**src/rtl/gcm_ghash_ctrl.sv**
```systemverilog
// GHASH sequencer: absorbs pre-padded 128-bit blocks, then the length block, through an external GF(2^128) multiplier.
// Takes one block per (multiplier latency + 2) cycles; blk_ready is high only in WAIT_BLK, so at most one block is in flight.
module gcm_ghash_ctrl (
  input  logic         clk,
  input  logic         reset,
  input  logic         h_load,
  input  logic [127:0] h_key,
  input  logic         start,
  input  logic [63:0]  aad_bits,
  input  logic [63:0]  ct_bits,
  input  logic         blk_valid,
  input  logic         blk_last,
  input  logic [127:0] blk_data,
  output logic         blk_ready,
  output logic         mul_start,
  output logic [127:0] mul_a,
  output logic [127:0] mul_b,
  input  logic         mul_done,
  input  logic [127:0] mul_res,
  output logic [127:0] hash_out,
  output logic         hash_valid,
  output logic         busy,
  output logic [31:0]  blk_cnt
);

  typedef enum logic [2:0] {
    IDLE,
    WAIT_BLK,
    MUL,
    LEN,
    LEN_MUL,
    DONE
  } state_t;

  state_t       state;
  logic [127:0] y_reg;
  logic [127:0] h_reg;
  logic [127:0] len_reg;
  logic         last_reg;

  assign blk_ready = (state == WAIT_BLK);
  assign busy      = (state != IDLE);

  always_ff @(posedge clk) begin
    if (reset) begin
      state      <= IDLE;
      y_reg      <= '0;
      h_reg      <= '0;
      len_reg    <= '0;
      last_reg   <= 1'b0;
      blk_cnt    <= '0;
      mul_start  <= 1'b0;
      mul_a      <= '0;
      mul_b      <= '0;
      hash_out   <= '0;
      hash_valid <= 1'b0;
    end else begin
      mul_start  <= 1'b0;
      hash_valid <= 1'b0;
      case (state)
        IDLE: begin
          if (h_load) begin
            h_reg <= h_key;
          end
          if (start) begin
            y_reg   <= '0;
            blk_cnt <= '0;
            len_reg <= {aad_bits, ct_bits};
            // An empty message still hashes the (all-zero) length block.
            state   <= ((aad_bits == 64'd0) && (ct_bits == 64'd0)) ? LEN : WAIT_BLK;
          end
        end
        WAIT_BLK: begin
          if (blk_valid) begin
            mul_a     <= y_reg ^ blk_data;
            mul_b     <= h_reg;
            mul_start <= 1'b1;
            blk_cnt   <= blk_cnt + 32'd1;
            last_reg  <= blk_last;
            state     <= MUL;
          end
        end
        MUL: begin
          if (mul_done) begin
            y_reg <= mul_res;
            state <= last_reg ? LEN : WAIT_BLK;
          end
        end
        LEN: begin
          mul_a     <= y_reg ^ len_reg;
          mul_b     <= h_reg;
          mul_start <= 1'b1;
          state     <= LEN_MUL;
        end
        LEN_MUL: begin
          if (mul_done) begin
            hash_out   <= mul_res;
            hash_valid <= 1'b1;
            state      <= DONE;
          end
        end
        DONE: begin
          state <= IDLE;
        end
        default: begin
          state <= IDLE;
        end
      endcase
    end
  end

  // Multiplier handshake properties: single-cycle request, operands held while it works.
  a_mul_pulse: assert property (@(posedge clk) disable iff (reset)
    mul_start |=> !mul_start);

  a_no_early_done: assert property (@(posedge clk) disable iff (reset)
    mul_start |-> !mul_done);

  a_operands_stable: assert property (@(posedge clk) disable iff (reset)
    ((state == MUL || state == LEN_MUL) && !mul_done) |=> ($stable(mul_a) && $stable(mul_b)));

  a_ready_only_waiting: assert property (@(posedge clk) disable iff (reset)
    blk_ready |-> (state == WAIT_BLK));

endmodule

```
**config.mk**
```make
export PLATFORM = sky130hd
export DESIGN_NAME = gcm_ghash_ctrl
export DESIGN_NICKNAME = d
export VERILOG_FILES = /design/src/rtl/gcm_ghash_ctrl.sv
export SDC_FILE = /design/constraint.sdc
export NUM_CORES = 2
export LEC_CHECK = 0
export ABC_CLOCK_PERIOD_IN_PS = 2600
export BUFFER_PORTS_ARGS = -buffer_cell sky130_fd_sc_hd__buf_2
export CAP_MARGIN = 10
export CORE_AREA = 2 2 361 363
export DETAILED_ROUTE_END_ITERATION = 12
export DIE_AREA = 0 0 363 365
export HOLD_SLACK_MARGIN = 0.03
export SLEW_MARGIN = 20
export SYNTH_ARGS = -nofsm -noshare
export SYNTH_HDL_FRONTEND = slang
export SYNTH_SLANG_ARGS = --single-unit
```
**constraint.sdc**
```tcl
create_clock -name clk -period 2.6 [get_ports clk]
set_clock_uncertainty 0.15 [all_clocks]
set_input_delay 0.52 -clock clk [delete_from_list [all_inputs] [get_ports clk]]
set_output_delay 0.52 -clock clk [all_outputs]
set_load 0.05 [all_outputs]
```
=== After elaboration in Yosys (flattened, before gate mapping) ===
Cells that the tools add are included.

* Bitwise operators: 3
* Equal/unequal tests: 8
* Add/sub/neg operators: 1
* Reductions and logical operators: 17
* Muxes and demuxes: 20

{| class="wikitable"
|+ Operators by type and width
! cell !! count
|-
| 128-bit one-hot mux with 2 select lines || 3
|-
| 128-bit two-way mux || 4
|-
| 128-bit bitwise XOR || 2
|-
| 64-bit logical NOT || 2
|-
| 32-bit two-way mux || 2
|-
| 32-bit one-hot mux with 2 select lines || 1
|-
| 32-bit by 1-bit adder with 32-bit output, second input constant || 1
|-
| 3-bit one-hot mux with 5 select lines || 1
|-
| 3-bit two-way mux || 4
|-
| 2-bit AND reduction || 5
|-
| 2-bit inequality test, second input constant || 4
|-
| 3-bit by 2-bit == test with 1-bit output, second input constant || 2
|-
| 3-bit AND reduction || 2
|-
| 2-bit nonzero test || 3
|-
| 2-bit two-way mux || 2
|-
| 4-bit AND reduction || 1
|-
| 3-bit by 1-bit == test with 1-bit output, second input constant || 1
|-
| 3-bit == test, second input constant || 1
|-
| 3-bit logical NOT || 1
|-
| 3-bit nonzero test || 1
|-
| 1-bit two-way mux || 2
|-
| 1-bit one-hot mux with 2 select lines || 1
|-
| 2-bit OR reduction || 1
|-
| 1-bit logical AND || 1
|-
| 1-bit inverter || 1
|}

* Bits in registers: 806
* Output and inout port bits: 420

=== Logic depth before layout (Yosys ltp) ===
* Word-level depth: 5
* Gate-level depth with buffers: 10
* Mapped depth without buffers: 6

=== Least setup slack after synthesis ===
No wires, ideal clock.

* Path kind: reg2reg
* Start point: register state[1]
* End point: register mul_b[61]
* Clock period less this slack: 2.453 ns
* Arrival time: 2.171 ns
* Path slack: 0.147 ns
* Data required time: 2.318 ns
* Library setup time: 0.132 ns
* Cell stages (with the launch flop): 11
* Buffers on the path: 5
* Cell sequence: dfxtp_1 > buf_6 > nor3b_2 > and2_1 > buf_2 > buf_2 > nor2_1 > buf_2 > buf_2 > nand2_1 > a21oi_1

* Cells in the longest elaborated chain, start to end: 3

{| class="wikitable"
|+ Ends and longest elaborated chain
! element !! line !! source
|-
| start: declaration || 35 || <nowiki>state_t state;</nowiki>
|-
| start signal: assignment || 70 || <nowiki>state <= ((aad_bits == 64'd0) && (ct_bits == 64'd0)) ? LEN : WAIT_BLK;</nowiki>
|-
| start signal: assignment || 86 || <nowiki>state <= last_reg ? LEN : WAIT_BLK;</nowiki>
|-
| 3-bit by 1-bit == test with 1-bit output (*) || n/a ||
|-
| net blk_ready || 14 || <nowiki>output logic blk_ready,</nowiki>
|-
| 2-bit inequality test (no line) or 2-bit nonzero test (tied branches) || n/a ||
|-
| 2-bit AND reduction (no line) || n/a ||
|-
| end signal: assignment || 76 || <nowiki>mul_b <= h_reg;</nowiki>
|-
| end signal: assignment || 91 || <nowiki>mul_b <= h_reg;</nowiki>
|-
| end: declaration || 17 || <nowiki>output logic [127:0] mul_b,</nowiki>
|}

Mark *: on every way through the listed nets, which the timed path passes. The rest lies on a longest branch.
A chain may end at the register's enable or synchronous reset.

=== Worst setup path in the final report ===
* Start point: input port aad_bits[25]
* End point: register state[1]

* Cells in the longest elaborated chain, start to end: 5

{| class="wikitable"
|+ Ends and longest elaborated chain
! element !! line !! source
|-
| start: declaration || 9 || <nowiki>input logic [63:0] aad_bits,</nowiki>
|-
| 64-bit logical NOT || 70 ||
|-
| 1-bit logical AND || 70 ||
|-
| 2-bit two-way mux || 70 ||
|-
| 3-bit two-way mux || 65 || <nowiki>if (start) begin</nowiki>
|-
| 3-bit one-hot mux with 5 select lines || 60 || <nowiki>case (state)</nowiki>
|}

Every way passes these cells. The select of a mux whose other input is x is not followed.

==> out/metrics.cfg <==
[global_route]
antenna_found_initial=35
grt_pass1_vias=33574
grt_start_max_net_pins=117
grt_pass1_wl_um=224000
grt_use_total=0.226
grt-ovfl-total=0

[die]
rows=132
start_util=0.248
dieArea_mm2=0.132
die_h_um=365
core_mm2=0.129
die_x_um=363
num_io_pins=939

[logic_synthesis]
synth.net_count=4434
synth_cells=3914
synth_edf_count=0
ys_top_cells_by_count=nand2_1 (1,175), dfxtp_1 (806), a21oi_1 (651)
synth-seq-cells=806
yosysMostFrequentCell=nand2_1
synthArstFlopShare=0
yosysWarnings=0
synth_area_per_cell_um2=8.14
seq_area_frac_synth=0.506
yosys-top-cells-area=dfxtp_1 (51%), nand2_1 (14%), a21oi_1 (10%), a22o_1 (3.5%), o22a_1 (3.5%)
synth_top_cell_by_area=dfxtp_1
yosysTopAreaCellShare=0.506
synth_ff_type=dfxtp_1
yosysUniqueCellTypes=52
synth_area_mm2=0.0319

[clock_network]
clk_pin_slew_ns=0.06
cts_buffers=92
root_buffer=clkbuf_16
h-tree-depth=3
clockBufferDepth=3
clock_sinks=806
cts_tree=yes
clk_latency_ns=0.74

[setup_path]
path_common_cell=nor4_1
crit_required_ns=3.05
crit_type=primary input to register
crit_chain=dlygate4sd3_1 > buf_2 > nor4_1 > nand4_1 > nor4_1 > buf_4 > a31oi_1 > o21ai_0
cp_data_arrival_time_ns=2.99
cp_num_buf_inv=3
end_kind=register
start_kind=primary input
cp_slowest_cell=dlygate4sd3_1
critPathTopFamily=simple AND/OR/NAND/NOR gates
critPathMaxFanout=2
cpPeakStageDelay_ns=0.52

[placed_design]
port-buffer-count=938
hpwl_um=114000
placed_cell_area_mm2=0.0395
gp_congestion=0.900
place_ws_ns=-0.552

[detailed_routing]
route.detailed.drc=0
firstDrtPassIters=6
vias=34933
viasPerCell=4.95
ant_nets=0
wl_per_cell_um=22.3
drt-initial-drc-count=2977
routed_wl_um=158000

[timing]
final_hold_viol_count=0
max_clock_freq_mhz=394
fin_crit_sh=0.976
slew_viol_final=0
rsz0062_at_grt=no
layout_min_cycle_time_ns=2.54
finalSetupViolations=0
slew_headroom=0.327
worst_slew_pin_slew_ns=1.00
setup_ws_ns=0.0617

[final_layout]
multi_input_area_mm2=0.0144
seq_area_mm2=0.0161
fillers=13077
postLayoutCellArea_mm2=0.0476
area.growth.synth_to_final_pct=49.4
finalNetCount=5808
layout-drive-gt1-share=0.251

[min_path]
hold_class=primary input to register

[power_and_ir_drop]
cellLeakagePower_nw=19.1
powerDensity_mw_per_mm2=725
ir_worst_vdd_mv=0.503

[run]
drv_cap=0

[run_status]
status=completed

## timing repair
item                                    in CTS  in global routing
endpoints found under the setup margin       2                  2
resized for setup                            4                  3
hold buffers                               493                  0
buffers inserted                             1                  0
pin swaps                                    1                  0
hold endpoints to repair                   617                  0
## metal layers
layer	wire (µm)	vias to the layer above	track usage	part of all wire
met5	65	-	0	0.00041
met4	8750	10	0.121	0.056
met3	13100	371	0.0651	0.083
met2	73700	1573	0.373	0.47
met1	61900	16730	0.264	0.39
li1	-	16249	-	-
## path summary, 6_finish.rpt
kind | startpoint | to | slack (ns) | depth (start not counted)
worst max-delay path | aad_bits[25] | state[1] | 0.06 | 8
worst min-delay path | aad_bits[60] | len_reg[124] | 0.07 | 3
worst max register to register | state[1] | mul_a[49] | 0.20 | 6
worst min register to register | h_reg[67] | mul_b[67] | 0.27 | 2
## report_power, final
part | leakage, nW | switching, mW | internal (mW)
combinational | 11.0 | 5.01 | 2.62
clock | 1.50 | 5.68 | 7.47
sequential | 6.55 | 0.554 | 13.2
total | 19.1 | 11.3 | 23.2
## layout by cell type (no fill, tap or decap), drive strengths merged, types with 3 or more instances in the layout
master | synthesis | layout
mux2i | 3 | 3
nand2 | 1176 | 1176
a2111oi | 128 | 128
o21ai | 5 | 5
clkinv | 0 | 21
o22a | 128 | 128
dfxtp | 806 | 806
a22o | 128 | 128
bufinv | 0 | 3
nand3 | 141 | 141
inv | 8 | 12
or3 | 4 | 4
nand4 | 16 | 16
buf | 109 | 1109
clkbuf | 214 | 133
and3 | 5 | 5
nand4b | 3 | 3
o31ai | 5 | 5
o211ai | 3 | 3
and4 | 6 | 6
diode | 0 | 23
nor2 | 290 | 290
nor3 | 7 | 7
xnor2 | 4 | 4
and2 | 7 | 7
xor2 | 11 | 11
dlygate4sd3 | 0 | 493
nor4 | 35 | 35
a21oi | 651 | 651
## worst register-to-register path, stage by stage, from the launching register on
cell       delay, ns
dfxtp_2         0.42
nand4bb_4       0.44
buf_12          0.26
nand2_8         0.21
buf_12          0.26
nor2_1          0.09
a2111oi_1       0.43
## per-stage QoR
step / hold WS (ns) / total power [mW] / util / instances / TNS (ns)
finish: 0.0656 / 34.5 / 0.370 / 7052 / 0
detailed placement: 0.291 / 20.9 / 0.307 / 6376 / -0.552
global route: 0.0438 / 35.8 / 0.370 / 7045 / 0
global placement: 0.285 / 20.8 / 0.307 / 6376 / -0.497
CTS: 0.0314 / 34.8 / 0.369 / 7029 / 0
floorplan: 0.287 / 17.9 / - / 3914 / 0
## cell families (layout without fill, tap and decap cells)
kind of cell,after synthesis,count (layout),share of synthesized area
simple gates,1700,1700,0.216
compound gates,1056,1056,0.227
flops,806,806,0.506
buf+inv,331,1771,0.0443
xor+xnor,15,15,0.00412
mux,5,5,0.00177
fa+ha+maj,1,1,0.000393
other cells,0,23,0
## final cells by class
class	instances	area share
antenna	23	0.00121
clock buffer	132	0.0557
clock inverter	28	0.00868
inverter	8	0.000631
multi-input combinational	2777	0.303
sequential	806	0.339
tap	1675	0.0440
timing repair buffer	1603	0.247
Power figures use the tool's default switching activity.
